`src/rtl/spi_reg_pkg.sv`:
```
// Shared types and constants for the SPI register-access controller.
package spi_reg_pkg;

  typedef enum logic [2:0] {
    StIdle,
    StCmd,
    StWr,
    StRdWait,
    StRdData,
    StDiscard
  } state_e;

  localparam int unsigned CMD_RW_BIT  = 7;
  localparam int unsigned CMD_INC_BIT = 6;

  localparam logic [7:0] DEF_IDLE_BYTE = 8'h00;
  localparam logic [7:0] DEF_ERR_BYTE  = 8'hEE;

endpackage

```
`src/rtl/spi_reg_ctrl_cs_sync.sv`:
```
// Two-flop synchroniser for the raw SPI chip select with edge pulses.
module cs_sync (
  input  logic i_clk,
  input  logic i_rst,
  input  logic i_cs_n,
  output logic o_fall,
  output logic o_rise
);

  logic       r_meta;
  logic       r_sync;
  logic       r_last;
  logic [1:0] r_vld;
  logic       r_armed;

  always_ff @(posedge i_clk) begin
    if (!i_rst) begin
      r_meta  <= 1'b1;
      r_sync  <= 1'b1;
      r_last  <= 1'b1;
      r_vld   <= 2'b00;
      r_armed <= 1'b0;
    end else begin
      r_meta  <= i_cs_n;
      r_sync  <= r_meta;
      r_last  <= r_sync;
      r_vld   <= {r_vld[0], 1'b1};
      // Edges count only once cs_n has been seen high after reset, so a
      // select still held low across reset cannot look like a fresh fall.
      r_armed <= r_armed | (r_vld[1] & r_sync);
    end
  end

  assign o_fall = r_armed & r_last & ~r_sync;
  assign o_rise = r_armed & ~r_last & r_sync;

endmodule

```
`src/rtl/spi_reg_ctrl.sv`:
```
// Frames the SPI byte stream into register-bus reads and writes.
module spi_reg_ctrl
  import spi_reg_pkg::*;
#(
  parameter int unsigned ADDR_W     = 6,
  parameter int unsigned RD_TIMEOUT = 16,
  parameter logic [7:0]  IDLE_BYTE  = DEF_IDLE_BYTE,
  parameter logic [7:0]  ERR_BYTE   = DEF_ERR_BYTE
) (
  input  logic              i_clk,
  input  logic              i_rst,
  input  logic              i_cs_n,
  input  logic [7:0]        i_rx_byte,
  input  logic              i_rx_valid,
  output logic [7:0]        o_tx_byte,
  output logic [ADDR_W-1:0] o_reg_addr,
  output logic [7:0]        o_reg_wdata,
  output logic              o_reg_we,
  output logic              o_reg_re,
  input  logic [7:0]        i_reg_rdata,
  input  logic              i_reg_rvalid,
  output logic              o_busy,
  output logic              o_frame_done,
  output logic              o_err
);

  localparam int unsigned TMR_W = (RD_TIMEOUT > 1) ? $clog2(RD_TIMEOUT) : 1;

  logic w_fall;
  logic w_rise;

  cs_sync u_cs_sync (
    .i_clk  (i_clk),
    .i_rst  (i_rst),
    .i_cs_n (i_cs_n),
    .o_fall (w_fall),
    .o_rise (w_rise)
  );

  state_e            r_state, w_state_d;
  logic [ADDR_W-1:0] r_addr, w_addr_d, w_addr_inc;
  logic              r_inc, w_inc_d;
  logic [7:0]        r_wdata, w_wdata_d;
  logic [7:0]        r_tx, w_tx_d;
  logic [TMR_W-1:0]  r_tmr, w_tmr_d;
  logic              r_we, w_we_d;
  logic              r_re, w_re_d;
  logic              r_busy, w_busy_d;
  logic              r_done, w_done_d;
  logic              r_err, w_err_d;

  assign w_addr_inc = r_addr + ADDR_W'(1);

  always_comb begin
    w_state_d = r_state;
    // A write strobe from the previous cycle advances the address now.
    w_addr_d  = (r_we && r_inc) ? w_addr_inc : r_addr;
    w_inc_d   = r_inc;
    w_wdata_d = r_wdata;
    w_tx_d    = r_tx;
    w_tmr_d   = r_tmr;
    w_we_d    = 1'b0;
    w_re_d    = 1'b0;
    w_done_d  = 1'b0;
    w_err_d   = 1'b0;

    case (r_state)
      StIdle: begin
        if (w_fall) w_state_d = StCmd;
      end
      StCmd: begin
        if (i_rx_valid) begin
          w_addr_d = i_rx_byte[ADDR_W-1:0];
          w_inc_d  = i_rx_byte[CMD_INC_BIT];
          w_tmr_d  = '0;
          if (i_rx_byte[CMD_RW_BIT]) begin
            w_re_d    = 1'b1;
            w_state_d = StRdWait;
          end else begin
            w_state_d = StWr;
          end
        end
      end
      StWr: begin
        if (i_rx_valid) begin
          w_we_d    = 1'b1;
          w_wdata_d = i_rx_byte;
        end
      end
      StRdWait: begin
        if (i_rx_valid) begin
          w_tx_d    = ERR_BYTE;
          w_err_d   = 1'b1;
          w_state_d = StDiscard;
        end else if (i_reg_rvalid) begin
          w_tx_d    = i_reg_rdata;
          w_state_d = StRdData;
        end else if (r_tmr == TMR_W'(RD_TIMEOUT - 1)) begin
          w_tx_d    = ERR_BYTE;
          w_err_d   = 1'b1;
          w_state_d = StRdData;
        end else begin
          w_tmr_d = r_tmr + TMR_W'(1);
        end
      end
      StRdData: begin
        if (i_rx_valid) begin
          w_addr_d  = r_inc ? w_addr_inc : r_addr;
          w_re_d    = 1'b1;
          w_tmr_d   = '0;
          w_state_d = StRdWait;
        end
      end
      StDiscard: ;
      default: w_state_d = StIdle;
    endcase

    // The byte accepted above still takes effect; the frame then closes.
    if (w_rise) begin
      w_done_d  = (r_state != StIdle);
      w_tx_d    = IDLE_BYTE;
      w_state_d = StIdle;
    end

    w_busy_d = (w_state_d != StIdle);
  end

  always_ff @(posedge i_clk) begin
    if (!i_rst) begin
      r_state <= StIdle;
      r_addr  <= '0;
      r_inc   <= 1'b0;
      r_wdata <= '0;
      r_tx    <= IDLE_BYTE;
      r_tmr   <= '0;
      r_we    <= 1'b0;
      r_re    <= 1'b0;
      r_busy  <= 1'b0;
      r_done  <= 1'b0;
      r_err   <= 1'b0;
    end else begin
      r_state <= w_state_d;
      r_addr  <= w_addr_d;
      r_inc   <= w_inc_d;
      r_wdata <= w_wdata_d;
      r_tx    <= w_tx_d;
      r_tmr   <= w_tmr_d;
      r_we    <= w_we_d;
      r_re    <= w_re_d;
      r_busy  <= w_busy_d;
      r_done  <= w_done_d;
      r_err   <= w_err_d;
    end
  end

  assign o_tx_byte    = r_tx;
  assign o_reg_addr   = r_addr;
  assign o_reg_wdata  = r_wdata;
  assign o_reg_we     = r_we;
  assign o_reg_re     = r_re;
  assign o_busy       = r_busy;
  assign o_frame_done = r_done;
  assign o_err        = r_err;

endmodule
```
`config.mk`:
```
export PLATFORM = sky130hd
export DESIGN_NAME = spi_reg_ctrl
export DESIGN_NICKNAME = d
export VERILOG_FILES = /design/src/rtl/spi_reg_pkg.sv /design/src/rtl/spi_reg_ctrl_cs_sync.sv /design/src/rtl/spi_reg_ctrl.sv
export SDC_FILE = /design/constraint.sdc
export NUM_CORES = 1
export LEC_CHECK = 0
export ABC_CLOCK_PERIOD_IN_PS = 2200
export BUFFER_PORTS_ARGS = -buffer_cell sky130_fd_sc_hd__buf_2
export CORE_MARGIN = 5
export CORE_UTILIZATION = 40
export CTS_CLUSTER_DIAMETER = 150
export DETAILED_ROUTE_END_ITERATION = 7
export GPL_TIMING_DRIVEN = 0
export PLACE_DENSITY = 0.65
export SYNTH_ARGS = -nofsm -noshare
export SYNTH_HDL_FRONTEND = slang
export SYNTH_SLANG_ARGS = --single-unit
```
`constraint.sdc`:
```
create_clock -name i_clk -period 2.2 [get_ports i_clk]
set_clock_uncertainty 0.2 [all_clocks]
set_input_delay 0.11 -clock i_clk [delete_from_list [all_inputs] [get_ports i_clk]]
set_output_delay 0.11 -clock i_clk [all_outputs]
set_load 0.1 [all_outputs]
```
==> results of run 1 <==
-- cell families after synthesis --
kind of cell    count (synthesis)  synth area share [%]
simple gates                   73                 20.33
compound gates                 62                 23.52
mux                             9                 4.589
fa+ha+maj                       2                 1.274
xor+xnor                        8                 3.569
flops                          41                 41.81
buf+inv                        17                 4.907
-- worst max path at each step --
stage | depth (start not counted) | to | slack [ns]
floorplan | 5 | o_reg_addr[4]$_SDFFE_PN0P_ | 0.08
global placement | 6 | r_tmr[3]$_SDFFE_PN0P_ | 0.29
detailed placement | 6 | r_tmr[3]$_SDFFE_PN0P_ | 0.28
CTS | 6 | r_tmr[3]$_SDFFE_PN0P_ | 0.26
global route | 6 | r_tmr[3]$_SDFFE_PN0P_ | 0.13
finish | 6 | r_tmr[3]$_SDFFE_PN0P_ | 0.28
-- metrics by stage --
stage / total power, mW / util [%] / hold slack (ns) / cell area [sq um] / worst slack, ns
after global placement: 0.8798 / 48.08 / 0.09013 / 2286 / 0.2885
after CTS: 1.388 / 53.58 / 0.05419 / 2547 / 0.2625
after floorplan: 0.8389 / - / -0.06228 / 1967 / 0.07899
final: 1.372 / 53.58 / 0.05133 / 2547 / 0.2827
after global routing: 1.441 / 53.58 / 0.07380 / 2547 / 0.1289
after detailed placement: 0.8800 / 48.08 / 0.1020 / 2286 / 0.2846
-- worst max-delay path, stage by stage (launching register included) --
cell and delay (ns):
dfxtp_1 0.34, ha_1 0.24, a311oi_2 0.40, and3_1 0.28, nand4_1 0.13, xor2_1 0.18, nor2_2 0.04
-- cell type report --
type,count,share of cell area (%)
clock buffer,6,2.849
timing repair buffer,65,16.31
inverter,5,0.7367
sequential,41,32.37
tap,67,3.291
multi-input combinational,154,41.06
clock inverter,1,0.3438
buffer,12,3.045
-- sequential cells by signal (all words and copies together), names as in the netlist --
register and flops:
u_cs_sync.r_sync 1, o_reg_we 1, o_busy 1, r_inc 1, o_reg_re 1, o_err 1
u_cs_sync.r_last 1, r_tmr 4, o_frame_done 1, o_tx_byte 8, r_state 3, u_cs_sync.r_vld 2
o_reg_wdata 8, u_cs_sync.r_meta 1, u_cs_sync.r_armed 1, o_reg_addr 6
-- cell usage after synthesis (2+ instances only) --
master	n
dfxtp_1	41
nor2_1	16
nand2_1	13
nor2b_1	13
a21oi_1	11
mux2i_1	9
o21ai_0	9
xor2_1	7
o221a_2	6
nand2b_1	5
clkbuf_1	4
nand3_1	4
o22ai_1	4
a221oi_1	3
a22oi_1	3
and2_1	3
buf_6	3
inv_1	3
nand4_1	3
or3_1	3
a21boi_1	2
a32oi_1	2
and3_1	2
buf_2	2
buf_4	2
ha_1	2
inv_2	2
nor3_1	2
o21a_1	2
o21ai_1	2
o21ai_2	2
-- power groups by stage --
stage / clock network [mW] / registers, mW / logic (mW)
after floorplan: 0 / 0.789 / 0.0500
after global placement: 0 / 0.772 / 0.107
after detailed placement: 0 / 0.773 / 0.107
after CTS: 0.500 / 0.755 / 0.132
after global routing: 0.541 / 0.757 / 0.144
final: 0.484 / 0.755 / 0.132
-- layer usage --
| layer | vias up | track usage, % | share of wire, % | routed length, um |
|---|---|---|---|---|
| met5 | - | 0 | 0 | 0 |
| met4 | 0 | 6.081 | 1.5 | 78 |
| met3 | 6 | 3.251 | 3.9 | 195 |
| met2 | 40 | 27.07 | 48 | 2433 |
| met1 | 839 | 23.38 | 46 | 2329 |
| li1 | 922 | - | - | - |
==> summary.md, run 1 <==
| Metric | Value |
|---|---|
| Clock Path Buffers | `2` |
| DRT iter0 DRCs | `138` |
| Main synth FF type | `dfxtp_1` |
| Initial Util | `41.29%` |
| Diodes inserted | `0` |
| Most frequent cells in the layout | `buf_2, dfxtp_1, dlygate4sd3_1` |
| Power Density | `538.5 nW/um^2` |
| CTS tree | `done` |
| Clock slew at reported path FFs | `0.08 ns` |
| Crit Path Class | `reg2reg` |
| Period Utilization, post-route | `87.15%` |
| CP required | `2.20 ns` |
| Slew Limit Fails | `0` |
| Max_cap viols | `0` |
| Post-DP HPWL | `3462 um` |
| # DRC | `0` |
| Clock power share | `35.3%` |
| Synthesis-to-finish area growth | `29.76%` |
| CTS Hold Buffers Added | `18` |
| RSZ-0062 raised after global routing | `false` |
| Avg Cell Area, Syn | `9.260 sq um` |
| Lkg Pwr | `1.057 nW` |
| CP endpoint kind | `register` |
| Switching Share | `24.93%` |
| CTS sink count | `41` |
| Worst r2r src | `r_tmr[0]$_SDFFE_PN0P_` |
| Initial antenna violation count | `0` |
| Via density | `5.148` |
| Core area | `4755 sq um` |
| Total CTS buffers | `5` |
| Mapped Area | `1963 sq um` |
| Postcts setup bufs | `0` |
| Clock Latency Late Sink | `0.30 ns` |
| Worst slew margin | `66.68%` |
| IO Count | `48` |
| WP data arrival | `1.91 ns` |
| Layout cell share with drive strength beyond 1 | `28.17%` |
| Site row count | `25` |
| Layout Cells excl Fill | `351` |
| Register area | `824.5 sq um` |
| Clk root buf | `clkbuf_8` |
| Seq/Total Area, Yosys | `41.81%` |
| Final WL | `5037 um` |
| Commonest non-fill, non-tap cell in the layout | `buf_2` |
| Fillers | `473` |
| Worst Hold End | `o_err$_SDFF_PN0_` |
| Min-delay src | `i_reg_rvalid` |
| Fmax | `521.6 MHz` |
| Worst slew pin tran | `0.4988 ns` |
| DIE AREA | `6409 sq um` |
| 1st-pass router iterations | `4` |
| Yosys top cell area share | `41.81%` |
| Area contributors post-synth | `dfxtp_1, mux2i_1, nor2b_1, o221a_2, xor2_1` |
| Die Height | `80.06 um` |
| Pint | `1.030 mW` |
| ANT nets after route | `0` |
| Synthesized Nets | `235` |
| Worst hold path type | `in2reg` |
| Layout Nets | `307` |
| Yosys warning count | `0` |
| First-pass GRT wire length | `8625 um` |
| PostCTS Resize Cnt | `0` |
| Port bufs | `47` |
| Logic pwr share | `9.6%` |
| H-Tree Depth | `2` |
| Crit path launch type | `register` |
| Area leader, netlist | `dfxtp_1` |
| FFs w/ async S/R, synth | `0%` |
| Distinct cells, synth | `58` |
| Final setup viols | `0` |
| Setup slack, reg-to-reg | `0.28 ns` |
| Sequential Power Share | `55.1%` |
| Crit-path max FO | `4` |
| GRT Util Overall | `17.19%` |
| TNS Setup | `0 ns` |
| Peak supply drop | `0.0002275 V` |
| Hold Path Stages | `3` |
| Area of the multi-input gates | `1046 sq um` |
| Placed Cells incl. Taps | `326` |
| RR Endpoint | `r_tmr[3]$_SDFFE_PN0P_` |
| Total vias in the final route | `1807` |
| Psw | `0.3420 mW` |
| CP startpoint | `r_tmr[0]$_SDFFE_PN0P_` |
| Final min period | `1.917 ns` |
| Gr ovfl total | `0` |
| Fin. Hold Viols | `0` |
| FF+latch count, synth | `41` |
| Status | `complete, no violations` |
| Post-synth EDFFs | `0` |
| Vias in the first global route | `1715` |
| Per-cell routed wire length | `14.35 um` |
| Die Wd | `80.06 um` |
| Largest net degree at the start of global routing | `13` |
| Worst R2R Path Depth | `6` |
| Placer congestion estimate | `0.8470` |
| Synthesized instance count | `212` |
Power figures use the tool's default switching activity.
==> run 2: changes to the inputs <==
- CORE_MARGIN: 5 -> 3
==> summary.md, run 2 (synthesis gave the netlist of run 1 again) <==
| Metric | Value |
|---|---|
| Tot Pwr | `1.385 mW (+0.97%)` |
| Die Wd | `76.06 um (-5.0%)` |
| Lkg Pwr | `1.060 nW (+0.29%)` |
| Status | `complete, no violations` |
| Final setup viols | `0 (unchanged)` |
| Diodes inserted | `0 (unchanged)` |
| Worst hold slack | `0.05245 ns (+0.001122 ns)` |
| Total vias in the final route | `1830 (+1.3%)` |
| Total CTS buffers | `5 (unchanged)` |
| Fin. Hold Viols | `0 (unchanged)` |
| Register area | `824.5 sq um (unchanged)` |
| H-Tree Depth | `2 (unchanged)` |
| Final min period | `1.985 ns (+0.06736 ns)` |
| Fmax | `503.9 MHz (-3.4%)` |
| Initial antenna violation count | `0 (unchanged)` |
| Area of the multi-input gates | `1046 sq um (unchanged)` |
| Post-DP HPWL | `3387 um (-2.2%)` |
| IO Count | `48 (unchanged)` |
| Crit path launch type | `register` |
| GRT Util Overall | `17.83% (+0.63 points)` |
| Peak supply drop | `0.0002701 V (+19%)` |
| Fillers | `433 (-8.5%)` |
| Worst slew pin tran | `0.5335 ns (+0.03466 ns)` |
| DIE AREA | `5784 sq um (-9.7%)` |
| Vias in the first global route | `1718 (+0.17%)` |
| CTS tree | `done` |
| Placed Cells incl. Taps | `324 (-0.61%)` |
| 1st-pass router iterations | `4 (unchanged)` |
| Logic pwr share | `9.6% (about the same)` |
| Most frequent cells in the layout | `buf_2, dfxtp_1, dlygate4sd3_1` |
| Clock slew at reported path FFs | `0.07 ns (about the same)` |
| Crit Path Class | `reg2reg` |
| Largest net degree at the start of global routing | `12 (-1)` |
| DRT iter0 DRCs | `123 (-11%)` |
| Port bufs | `47 (unchanged)` |
| ANT nets after route | `0 (unchanged)` |
| CP required | `2.19 ns (about the same)` |
| Via density | `5.244 (+1.9%)` |
| Worst hold path type | `in2reg` |
| Worst slew margin | `64.43% (-2.2 points)` |
| Pint | `1.059 mW (+2.8%)` |
| Clock power share | `35.8% (+0.5 points)` |
| Layout Cells excl Fill | `349 (-0.57%)` |
| TNS Setup | `0 ns (unchanged)` |
| Gr ovfl total | `0 (unchanged)` |
| Switching Share | `23.53% (-1.4 points)` |
| Placer congestion estimate | `0.8502 (+0.38%)` |
| Postcts setup bufs | `0 (unchanged)` |
| Layout cell share with drive strength beyond 1 | `28.17% (unchanged)` |
| PnR worst setup slack | `0.2153 ns (-0.06736 ns)` |
| Die Height | `76.06 um (-5.0%)` |
| WP data arrival | `1.97 ns (+0.06 ns)` |
| Commonest non-fill, non-tap cell in the layout | `buf_2` |
| CP endpoint kind | `register` |
| Clock Latency Late Sink | `0.29 ns (about the same)` |
| Dpl ws | `0.2454 ns (-0.03916 ns)` |
| Per-cell routed wire length | `14.18 um (-1.2%)` |
| Clk root buf | `clkbuf_8` |
| Synthesis-to-finish area growth | `29.89% (about the same)` |
| Psw | `0.3259 mW (-4.7%)` |
| Crit-path max FO | `4 (unchanged)` |
| Period Utilization, post-route | `90.21% (+3.1 points)` |
| Core area | `4534 sq um (-4.6%)` |
| Slew Limit Fails | `0 (unchanged)` |
| # DRC | `0 (unchanged)` |
| Clock Path Buffers | `2 (unchanged)` |
| Final WL | `4949 um (-1.7%)` |
| First-pass GRT wire length | `8397 um (-2.6%)` |
| Sequential Power Share | `54.5% (-0.6 points)` |
| Max_cap viols | `0 (unchanged)` |
| Layout Nets | `307 (unchanged)` |
| Initial Util | `43.29% (+2.0 points)` |
| Power Density | `543.1 nW/um^2 (+0.87%)` |
| Site row count | `24 (-4.0%)` |
| CTS sink count | `41 (unchanged)` |
| RSZ-0062 raised after global routing | `false` |
==> run 2: changes by cell type in the layout (fill, tap and decap cells not counted), sizes merged <==
cell / previous run / this run
clkbuf: 10 / 11
clkinv: 1 / 0
==> run 2: through the flow <==
| stage | utilization [%] | instance area [sq um] |
|---|---|---|
| after CTS | 56.24 | 2550 |
| final | 56.24 | 2550 |
| after detailed placement | 50.36 | 2283 |
| after global routing | 56.24 | 2550 |
| after floorplan | - | 1967 |
| after global placement | 50.36 | 2283 |
==> run 2: path summary, 6_finish.rpt <==
| check | to | slack (ns) | depth (start not counted) | start |
|---|---|---|---|---|
| max | r_tmr[3]$_SDFFE_PN0P_ | 0.22 | 6 | r_tmr[0]$_SDFFE_PN0P_ |
| min | o_err$_SDFF_PN0_ | 0.05 | 3 | i_reg_rvalid |
| max reg2reg | r_tmr[3]$_SDFFE_PN0P_ | 0.22 | 6 | r_tmr[0]$_SDFFE_PN0P_ |
| min reg2reg | u_cs_sync.r_sync$_SDFF_PN1_ | 0.21 | 1 | u_cs_sync.r_meta$_SDFF_PN1_ |
==> run 2: worst max-delay path, cell delays in order (launching register included) <==
cell and delay, ns:
dfxtp_1 0.34, ha_1 0.25, a311oi_2 0.42, and3_1 0.32
nand4_1 0.13, xor2_1 0.18, nor2_2 0.04
==> run 2: layout make-up <==
class | count | area share [%]
multi-input cells | 154 | 41.02
flip-flops and latches | 41 | 32.34
repair buffers | 65 | 16.29
clock buffers | 7 | 3.386
well taps | 65 | 3.189
plain buffers | 12 | 3.042
inverters | 5 | 0.7360
==> run 2: routing by layer <==
layer  vias up  global-route usage, %  share of wire, %  wire (um)
met3         2                  4.019               6.7        330
li1        918                      -                 -          -
met2        56                  27.84                46       2288
met4         0                  6.703              0.44         22
met5         -                      0                 0          0
met1       854                  24.05                47       2308
==> run 2: timing repair <==
action / 4_1_cts / 5_1_grt
setup endpoints to repair: 0 / 0
resized for setup: 0 / 0
hold buffers: 18 / 0
hold endpoints to repair: 22 / 0
==> run 2: power by group through the flow <==
stage,logic [mW],registers [mW],clock network (mW)
2_1_floorplan,0.0500,0.789,0
3_3_place_gp,0.108,0.772,0
3_5_place_dp,0.108,0.773,0
4_1_cts,0.133,0.755,0.508
5_1_grt,0.145,0.756,0.537
6_report,0.133,0.755,0.496
==> run 3: changes to the inputs <==
- PLACE_DENSITY: 0.65 -> 0.64
- SYNTH_HIERARCHICAL: default -> 1
==> summary.md, run 3 <==
| Metric | Value |
|---|---|
| Critical path's slowest cell | `dlygate4sd3_1` |
| # DRC | `0 (unchanged)` |
| Synthesized instance count | `223 (+5.2%)` |
| Yosys top cell area share | `40.25% (-1.6 points)` |
| Period Utilization, post-route | `86.88% (-3.3 points)` |
| CTS tree | `done` |
| Fin. Hold Viols | `0 (unchanged)` |
| Number of cells on the critical path | `5 (-1)` |
| Vias in the first global route | `1851 (+7.7%)` |
| Layout Nets | `318 (+3.6%)` |
| Seq/Total Area, Yosys | `40.25% (-1.6 points)` |
| Diodes inserted | `0 (unchanged)` |
| Slew Limit Fails | `0 (unchanged)` |
| Mapped Area | `2039 sq um (+3.9%)` |
| Final min period | `1.911 ns (-0.07334 ns)` |
| 1st-pass router iterations | `4 (unchanged)` |
| Initial Util | `42.34% (-0.96 points)` |
| FFs w/ async S/R, synth | `0% (unchanged)` |
| ANT nets after route | `0 (unchanged)` |
| Placer congestion estimate | `0.7789 (-8.4%)` |
| PnR worst setup slack | `0.2887 ns (+0.07334 ns)` |
| Fmax | `523.2 MHz (+3.8%)` |
| Worst hold path type | `in2reg` |
| Site row count | `25 (+4.2%)` |
| Max_cap viols | `0 (unchanged)` |
| Gr ovfl total | `0 (unchanged)` |
| Most frequent cells in the layout | `buf_2, dfxtp_1, dlygate4sd3_1` |
| Layout cell share with drive strength beyond 1 | `25.00% (-3.2 points)` |
| Worst slew margin | `65.60% (+1.2 points)` |
| CTS sink count | `41 (unchanged)` |
| Synthesized Nets | `246 (+4.7%)` |
| TNS Setup | `0 ns (unchanged)` |
| Clock Latency Late Sink | `0.29 ns (about the same)` |
| Via density | `5.377 (+2.6%)` |
| CP endpoint kind | `register` |
| Clock Path Buffers | `2 (unchanged)` |
| Core area | `4817 sq um (+6.2%)` |
| Worst slew pin tran | `0.5160 ns (-0.01745 ns)` |
| Yosys warning count | `6 (+6)` |
| First-pass GRT wire length | `9114 um (+8.5%)` |
| Peak supply drop | `0.0003640 V (+35%)` |
| Crit-path max FO | `9 (+5)` |
| DIE AREA | `5992 sq um (+3.6%)` |
| Total CTS buffers | `5 (unchanged)` |
| Postcts setup bufs | `0 (unchanged)` |
| Status | `complete, no violations` |
| Synthesis-to-finish area growth | `30.61%` |
| Total vias in the final route | `1952 (+6.7%)` |
| Crit Path Class | `in2reg` |
| Commonest non-fill, non-tap cell in the layout | `buf_2` |
| Lkg Pwr | `1.081 nW (+2.0%)` |
| Worst R2R Path Depth | `4 (-2)` |
| Post-synth EDFFs | `0 (unchanged)` |
| Largest net degree at the start of global routing | `13 (+1)` |
| GRT Util Overall | `18.85% (+1.0 points)` |
| Die Wd | `77.41 um (+1.8%)` |
| CP required | `2.23 ns (+0.04 ns)` |
| Final WL | `5321 um (+7.5%)` |
| Distinct cells, synth | `58 (unchanged)` |
| Port bufs | `46 (-2.1%)` |
| Hold Path Stages | `3 (unchanged)` |
| Final setup viols | `0 (unchanged)` |
| CTS Hold Buffers Added | `19 (+1)` |
| DRT iter0 DRCs | `129 (+4.9%)` |
| Worst path top cell family by delay | `buffers and inverters` |
| Clock slew at reported path FFs | `0.08 ns (about the same)` |
| Initial antenna violation count | `0 (unchanged)` |
| Crit path largest cell delay | `0.52 ns (+0.10 ns)` |
| Avg Cell Area, Syn | `9.146 sq um (-1.2%)` |
| IO Count | `48 (unchanged)` |
| WP data arrival | `1.94 ns (-0.03 ns)` |
| Worst hold slack | `0.03214 ns (-0.02031 ns)` |
| Critical-path cell list | `dlygate4sd3_1 -> buf_2 -> clkbuf_1 -> nor2b_1 -> o221a_1` |
| Most frequent cell after synthesis | `dfxtp_1` |
| Tot Pwr | `1.522 mW (+9.9%)` |
| Post-DP HPWL | `3632 um (+7.2%)` |
| Power Density | `571.4 nW/um^2 (+5.2%)` |
| Dpl ws | `0.3500 ns (+0.1045 ns)` |
| Area leader, netlist | `dfxtp_1` |
| Main synth FF type | `dfxtp_1` |
| Buffers plus inverters on the worst setup path | `3 (+3)` |
| H-Tree Depth | `2 (unchanged)` |
| FF+latch count, synth | `41 (unchanged)` |
| RSZ-0062 raised after global routing | `false` |
| Crit path launch type | `input port` |
| Area contributors post-synth | `dfxtp_1, nor2b_1, mux2i_1, o21ai_0, nand2b_1` |
| Clk root buf | `clkbuf_8` |
| Synth top cells by count | `dfxtp_1, nor2b_1, nor2_1, o21ai_0, nand2_1` |
| Per-cell routed wire length | `14.66 um (+3.4%)` |
| Die Height | `77.41 um (+1.8%)` |
| PostCTS Resize Cnt | `0 (unchanged)` |
-- run 3: changes by cell type in the layout (fill, tap and decap cells not counted), moves of 4 or more --
| cell | delta |
|---|---|
| xor2_1 | -6 |
| a21oi_1 | -5 |
| a31oi_1 | +5 |
| nand2b_1 | +5 |
| o21ai_0 | +5 |
| o221a_2 | -5 |
| o221a_1 | +4 |
-- run 3: per-layer routing --
layer | track usage, % | up-vias | wire, um
met2 | 29.97 | 66 | 2530
met4 | 6.228 | 0 | 68
li1 | - | 968 | -
met5 | 0 | - | 0
met3 | 3.480 | 8 | 292
met1 | 25.72 | 910 | 2430
-- run 3: stage by stage --
| step | std cells | util (%) | area, sq um |
|---|---|---|---|
| 2_1_floorplan | 223 | - | 2043 |
| 3_3_place_gp | 336 | 48.94 | 2357 |
| 3_5_place_dp | 336 | 48.94 | 2357 |
| 4_1_cts | 363 | 55.30 | 2664 |
| 5_1_grt | 363 | 55.30 | 2664 |
| 6_report | 363 | 55.30 | 2664 |
-- run 3: area by class of cell --
cell class | count | area [sq um]
Fill cell | 453 | 2153
Clock buffer | 7 | 86.33
Clock inverter | 1 | 30.03
Tap cell | 67 | 83.83
Sequential cell | 41 | 824.5
Buffer | 14 | 81.33
Multi-Input combinational cell | 166 | 1130
Timing Repair Buffer | 65 | 420.4
Inverter | 2 | 7.507
-- run 3: kinds of logic (layout without fill, tap and decap cells) --
| logic type | after synthesis | after routing | synth area share [%] |
|---|---|---|---|
| multiplexers | 10 | 10 | 5.031 |
| adder cells (fa/ha/maj) | 2 | 2 | 1.227 |
| buffers and inverters | 16 | 89 | 4.356 |
| XOR/XNOR | 2 | 2 | 1.227 |
| AO/OA/AOI/OAI | 69 | 69 | 24.48 |
| AND/OR/NAND/NOR | 83 | 83 | 23.44 |
| flip-flops | 41 | 41 | 40.25 |
-- run 3: power breakdown --
part           leakage (nW)  total, mW  switching (mW)  internal, mW
combinational         0.689      0.141          0.0794        0.0614
sequential            0.333      0.755         0.00476         0.750
clock                0.0585      0.626           0.256         0.370
-- run 3: worst paths after layout --
path	from	slack, ns	to
worst max-delay path	i_rst	0.29	o_tx_byte[5]$_SDFFE_PP0P_
worst min-delay path	i_reg_rvalid	0.03	o_err$_SDFF_PN0_
worst max register to register	r_tmr[0]$_SDFFE_PN0P_	0.31	o_tx_byte[6]$_SDFFE_PP0P_
worst min register to register	u_cs_sync/r_meta$_SDFF_PN1_	0.21	u_cs_sync/r_sync$_SDFF_PN1_
-- run 3: tightest hold or removal path: stages --
cell,delay [ns]
buf_2,0.14
nor2_1,0.10
o211a_1,0.14
